[src/rtl/dram_ctrl.sv]
// Single-port DRAM command sequencer: one word access per handshake, keeps one
// row open between accesses, and drives registered ACT/READ/WRITE/PRE pin cycles.
module dram_ctrl #(
  parameter int TRCD = 2,
  parameter int TRP  = 2,
  parameter int TWR  = 2
) (
  input  logic        dram_clk,
  input  logic        dram_rst,
  input  logic        req_valid,
  output logic        req_ready,
  input  logic        req_write,
  input  logic [20:0] req_addr,
  input  logic [3:0]  req_wstrb,
  input  logic [31:0] req_wdata,
  output logic        rsp_valid,
  output logic [31:0] rsp_rdata,
  output logic        DRAM_CSn,
  output logic        DRAM_RASn,
  output logic        DRAM_CASn,
  output logic [3:0]  DRAM_WEn,
  output logic [10:0] DRAM_A,
  output logic [31:0] DRAM_D,
  input  logic [31:0] DRAM_Q,
  input  logic        DRAM_valid
);

  // state | meaning
  // IDLE no row open | OPEN row open | PRE/PRE_WAIT closing | ACT/ACT_WAIT opening
  // CAS column command | RD_WAIT waiting for DRAM_valid | WR_WAIT write recovery
  typedef enum logic [3:0] {
    S_IDLE, S_OPEN, S_PRE, S_PRE_WAIT, S_ACT, S_ACT_WAIT, S_CAS, S_RD_WAIT, S_WR_WAIT
  } state_e;

  localparam logic [3:0] TRCD_M1 = 4'(TRCD - 1);
  localparam logic [3:0] TRP_M1  = 4'(TRP - 1);
  localparam logic [3:0] TWR_M1  = 4'(TWR - 1);

  state_e      state_q, state_d;
  logic [3:0]  cnt_q, cnt_d;
  logic [10:0] open_row_q, open_row_d;
  logic        row_vld_q, row_vld_d;

  logic        wr_q;
  logic [20:0] addr_q;
  logic [3:0]  wstrb_q;
  logic [31:0] wdata_q;

  logic        csn_q, csn_d, rasn_q, rasn_d, casn_q, casn_d;
  logic [3:0]  wen_q, wen_d;
  logic [10:0] a_q, a_d;
  logic [31:0] d_q, d_d;
  logic        rsp_valid_q, rsp_valid_d;
  logic [31:0] rdata_q, rdata_d;

  logic        accept;
  logic        eff_write;
  logic [20:0] eff_addr;
  logic [3:0]  eff_wstrb;
  logic [31:0] eff_wdata;

  assign req_ready = (state_q == S_IDLE) || (state_q == S_OPEN);
  assign accept    = req_valid && req_ready;

  // Pins are registered from state_d, so a request accepted this edge must
  // drive its command from the live request fields, not the latches.
  assign eff_write = accept ? req_write : wr_q;
  assign eff_addr  = accept ? req_addr  : addr_q;
  assign eff_wstrb = accept ? req_wstrb : wstrb_q;
  assign eff_wdata = accept ? req_wdata : wdata_q;

  always_comb begin
    state_d     = state_q;
    cnt_d       = cnt_q;
    open_row_d  = open_row_q;
    row_vld_d   = row_vld_q;
    rsp_valid_d = 1'b0;
    rdata_d     = rdata_q;
    case (state_q)
      S_IDLE: if (accept) state_d = S_ACT;
      S_OPEN: begin
        if (accept) begin
          if (row_vld_q && (req_addr[20:10] == open_row_q)) state_d = S_CAS;
          else                                              state_d = S_PRE;
        end
      end
      S_PRE: begin
        state_d = S_PRE_WAIT;
        cnt_d   = TRP_M1;
      end
      S_PRE_WAIT: begin
        if (cnt_q == 4'd0) state_d = S_ACT;
        else               cnt_d   = cnt_q - 4'd1;
      end
      S_ACT: begin
        state_d    = S_ACT_WAIT;
        cnt_d      = TRCD_M1;
        open_row_d = addr_q[20:10];
        row_vld_d  = 1'b1;
      end
      S_ACT_WAIT: begin
        if (cnt_q == 4'd0) state_d = S_CAS;
        else               cnt_d   = cnt_q - 4'd1;
      end
      S_CAS: begin
        if (wr_q) begin
          state_d = S_WR_WAIT;
          cnt_d   = TWR_M1;
        end else begin
          state_d = S_RD_WAIT;
        end
      end
      S_RD_WAIT: begin
        if (DRAM_valid) begin
          state_d     = S_OPEN;
          rsp_valid_d = 1'b1;
          rdata_d     = DRAM_Q;
        end
      end
      S_WR_WAIT: begin
        if (cnt_q == 4'd0) begin
          state_d     = S_OPEN;
          rsp_valid_d = 1'b1;
        end else begin
          cnt_d = cnt_q - 4'd1;
        end
      end
      default: state_d = S_IDLE;
    endcase
  end

  always_comb begin
    csn_d  = 1'b0;
    rasn_d = 1'b1;
    casn_d = 1'b1;
    wen_d  = 4'hF;
    a_d    = 11'd0;
    d_d    = 32'd0;
    case (state_d)
      S_IDLE: csn_d = 1'b1;
      S_ACT: begin
        rasn_d = 1'b0;
        a_d    = eff_addr[20:10];
      end
      S_PRE: begin
        rasn_d = 1'b0;
        wen_d  = 4'h0;
      end
      S_CAS: begin
        casn_d = 1'b0;
        a_d    = {1'b0, eff_addr[9:0]};
        if (eff_write) begin
          wen_d = ~eff_wstrb;
          d_d   = eff_wdata;
        end
      end
      default: ;
    endcase
  end

  always_ff @(posedge dram_clk or negedge dram_rst) begin
    if (!dram_rst) begin
      state_q     <= S_IDLE;
      cnt_q       <= 4'd0;
      open_row_q  <= 11'd0;
      row_vld_q   <= 1'b0;
      wr_q        <= 1'b0;
      addr_q      <= 21'd0;
      wstrb_q     <= 4'd0;
      wdata_q     <= 32'd0;
      csn_q       <= 1'b1;
      rasn_q      <= 1'b1;
      casn_q      <= 1'b1;
      wen_q       <= 4'hF;
      a_q         <= 11'd0;
      d_q         <= 32'd0;
      rsp_valid_q <= 1'b0;
      rdata_q     <= 32'd0;
    end else begin
      state_q     <= state_d;
      cnt_q       <= cnt_d;
      open_row_q  <= open_row_d;
      row_vld_q   <= row_vld_d;
      csn_q       <= csn_d;
      rasn_q      <= rasn_d;
      casn_q      <= casn_d;
      wen_q       <= wen_d;
      a_q         <= a_d;
      d_q         <= d_d;
      rsp_valid_q <= rsp_valid_d;
      rdata_q     <= rdata_d;
      if (accept) begin
        wr_q    <= req_write;
        addr_q  <= req_addr;
        wstrb_q <= req_wstrb;
        wdata_q <= req_wdata;
      end
    end
  end

  assign DRAM_CSn  = csn_q;
  assign DRAM_RASn = rasn_q;
  assign DRAM_CASn = casn_q;
  assign DRAM_WEn  = wen_q;
  assign DRAM_A    = a_q;
  assign DRAM_D    = d_q;
  assign rsp_valid = rsp_valid_q;
  assign rsp_rdata = rdata_q;

endmodule

[config.mk]
export PLATFORM = sky130hd
export DESIGN_NAME = dram_ctrl
export DESIGN_NICKNAME = d
export VERILOG_FILES = /design/src/rtl/dram_ctrl.sv
export SDC_FILE = /design/constraint.sdc
export NUM_CORES = 1
export LEC_CHECK = 0
export ABC_AREA = 1
export BUFFER_PORTS_ARGS = -buffer_cell sky130_fd_sc_hd__buf_2
export CAP_MARGIN = 5
export CORE_MARGIN = 2
export CORE_UTILIZATION = 30
export DETAILED_ROUTE_END_ITERATION = 7
export SETUP_SLACK_MARGIN = 0.2
export SKIP_CTS_REPAIR_TIMING = 1
export SYNTH_ARGS = -nofsm -noshare
export SYNTH_HDL_FRONTEND = slang
export SYNTH_SLANG_ARGS = --single-unit
export TNS_END_PERCENT = 30
[constraint.sdc]
create_clock -name dram_clk -period 3.5 [get_ports dram_clk]
set_clock_uncertainty 0.2 [all_clocks]
set_input_delay 0 -clock dram_clk [delete_from_list [all_inputs] [get_ports dram_clk]]
set_output_delay 0 -clock dram_clk [all_outputs]
set_load 0.02 [all_outputs]
==> results.json <==
{
  "grt_pass1_wl_um": 23730,
  "cts-buffers-inserted": 17,
  "p_per_area_nw_per_um2": 822.5,
  "end_kind": "register",
  "finalSetupViolCount": 0,
  "violations": "hold timing",
  "power.internal_mw": 4.656,
  "netlist.area_leader.share_pct": 60.36,
  "insertion_delay_ns": 0.43,
  "timing.final.max_slew_violations": 0,
  "drv_cap": 0,
  "synth_xor_area_share_pct": 0.6859,
  "finalWirelength_um": 16260,
  "path_buf_inv": 3,
  "routedWlPerCell_um": 13.70,
  "port_buffers": 177,
  "dieWidth_um": 149.9,
  "drtAntennaViolNets": 0,
  "cp_top_family": "simple AND/OR/NAND/NOR gates",
  "fin_nets": 994,
  "syn_to_final_growth_pct": 42.11,
  "crit_path_max_fanout": 37,
  "synth-edff-count": 0,
  "yosys.area.top_type": "dfrtp_1",
  "dieArea_um2": 22470,
  "diodes": 0,
  "critPathMaxStageDelay_ns": 0.47,
  "gp_congestion": 0.7567,
  "synth-seq-cells": 161,
  "synth-seq-area-share_pct": 63.24,
  "slew_headroom_pct": 47.44,
  "synth.net_count": 725,
  "async_reset_ff_share_pct": 100.0,
  "grt_pass1_vias": 4594,
  "leakagePower_nw": 4.714,
  "hold_slack_ns": -0.02013,
  "finalCritPeriodShare_pct": 82.33,
  "worst-endpoint-required_ns": 3.65,
  "first_pass_iters": 4,
  "worst_slew_pin_slew_ns": 0.7856,
  "peakVddDrop_mv": 0.4217,
  "crit_path_start_kind": "register",
  "io_pins": 178,
  "cp_data_arrival_time_ns": 3.04,
  "vias": 5084,
  "synth_simple_gate_area_share_pct": 20.01,
  "rows": 53,
  "clkTransAtPathRegs_ns": 0.07,
  "rsz0062_at_grt": "no",
  "via_per_inst": 4.283,
  "critPathSlowestCell": "inv_2",
  "final_hold_viol_count": 8,
  "synth_area_um2": 6385,
  "dp_hpwl_um": 10720,
  "synth-compound-area-share_pct": 4.311,
  "r2r_cells": 10,
  "combPwrFrac_pct": 35.3,
  "drt_iter0_markers": 289,
  "total_power_mw": 7.463,
  "fin_crit_ns": 2.881,
  "outcome": "finished, violations left",
  "path_cells": "nor2_4 > inv_2 > nor2_4 > nand2_4 > inv_2 > nand2_1 > nand2_2 > nand3_1 > buf_4 > nor2_1",
  "setup_tns_ns": 0,
  "grt_overflow_total": 0,
  "antenna_found_initial": 0,
  "timing.rr.start": "state_q[3]",
  "htreeDepth": 4,
  "ff2ff_setup_slack_ns": 0.62,
  "p_sw_mw": 2.807,
  "initial_core_util_pct": 30.47,
  "hp-class": "in -> async",
  "cts.sinks": 161,
  "synth_top_family_by_area": "simple AND/OR/NAND/NOR gates",
  "r2r_end": "DRAM_D[17]",
  "fillers": 2038,
  "critical_path_class": "reg -> reg",
  "clockBufferDepth": 2,
  "sw_frac_of_total_pct": 37.62,
  "placed_cell_area_um2": 7521,
  "syn_avg_cell_area_um2": 10.13,
  "yosysWarnings": 0,
  "cts_root_buf": "clkbuf_16",
  "synthTopCellsByArea": "dfrtp_1 60%, nand2_1 9.9%, mux2_2 5.6%, inv_1 3.2%, o21ai_0 3.1%",
  "synth_cells": 630,
  "dieHeight_um": 149.9,
  "grt_max_degree": 84,
  "ys.flop_type": "dfrtp_1",
  "synth.area.mux_share_pct": 5.644,
  "synth-adder-area-share_pct": 0.1960,
  "synth_cell_types": 32,
  "grt_usage_pct": 13.81,
  "final_util_pct": 43.30,
  "drive_above_1_share_pct": 33.22,
  "drc_errors": 0,
  "seq_power_share_pct": 38.4,
  "p_clk_share_pct": 26.3,
  "core-area_um2": 20960,
  "cts_tree": "built",
  "timing.fmax_ghz": 0.3470,
  "design_area_um2": 9074
}
cells in the final DEF, fill, tap and decap left out, drive strengths merged, types with 24 or more instances in the layout:
master | synthesis | final
nand2 | 171 | 171
dfrtp | 154 | 154
buf | 19 | 184
or2 | 24 | 24
mux2 | 32 | 32
nor2 | 54 | 54
inv | 60 | 68
nand3 | 34 | 34
dlygate4sd3 | 0 | 93
o21ai | 47 | 47
logic make-up (layout without fill, tap and decap cells):
| group | count (synthesis) | after routing |
|---|---|---|
| muxes | 32 | 32 |
| buffers and inverters | 87 | 369 |
| and+or+nand+nor | 291 | 291 |
| xor gates and xnor gates | 5 | 5 |
| AOI/OAI and AO/OA | 53 | 53 |
| adders and majority gates | 1 | 1 |
| DFF | 161 | 161 |
synthesized netlist by cell type (all sizes together), types with 3 or more instances:
cell type and instances:
inv 60, o21ai 47, nor2 54, xnor2 3, clkbuf 8, nand4 4, nor3 3, nand2 171
dfstp 7, dfrtp 154, nand3 34, or2 24, buf 19, mux2 32
stage by stage:
stage	setup WS (ns)	cells
floorplan	1.622	630
global placement	0.6356	1062
detailed placement	0.5490	1062
CTS	0.5216	1094
global route	0.3015	1187
finish	0.6185	1187
cell type report:
type                            instances  area [um^2]  area share (%)
Clock buffer                           17        425.4           4.688
Timing Repair Buffer                  277         1876           20.67
Tap cell                              275        344.1           3.792
Multi-Input combinational cell        382         1969           21.70
Sequential cell                       161         4038           44.50
Clock inverter                         15        196.4           2.165
Inverter                               60        225.2           2.482
per-layer routing:
layer,share of wire [%],routed length [um],GRT usage (%),vias to the layer above
met3,6.0,974,3.933,15
met2,48,7777,21.51,163
met5,0,0,0,-
met1,45,7311,18.65,2386
met4,1.2,197,4.292,0
li1,-,-,-,2520
power by group through the flow:
| stage | clock network, mW | logic, mW | registers [mW] |
|---|---|---|---|
| global route | 2.10 | 2.97 | 2.94 |
| detailed placement | 0 | 2.57 | 2.89 |
| CTS | 2.01 | 2.58 | 2.86 |
| finish | 1.96 | 2.63 | 2.87 |
| floorplan | 0 | 1.54 | 3.18 |
| global placement | 0 | 2.53 | 2.87 |
registers in the layout, indices dropped and copies added (netlist names), 11 cells and up:
name,count
rsp_rdata,32
DRAM_D,32
open_row_q,11
wdata_q,32
DRAM_A,11
addr_q,21
how the worst max path moves through the flow:
stage,startpoint,end,cells past startpoint
global placement,state_q[3],DRAM_D[9],10
detailed placement,state_q[3],DRAM_D[31],9
global route,state_q[3],DRAM_D[4],10
CTS,state_q[3],DRAM_D[31],9
finish,state_q[3],DRAM_D[17],10
floorplan,cnt_q[0],DRAM_A[8],12
worst register-to-register path, cell delays in order, from the launching register on:
cell and delay (ns):
dfrtp_1 0.45, nor2_4 0.18, inv_2 0.07, nor2_4 0.11, nand2_4 0.24, inv_2 0.47, nand2_1 0.16, nand2_2 0.43
nand3_1 0.14, buf_4 0.24, nor2_1 0.13
Power figures use the tool's default switching activity.
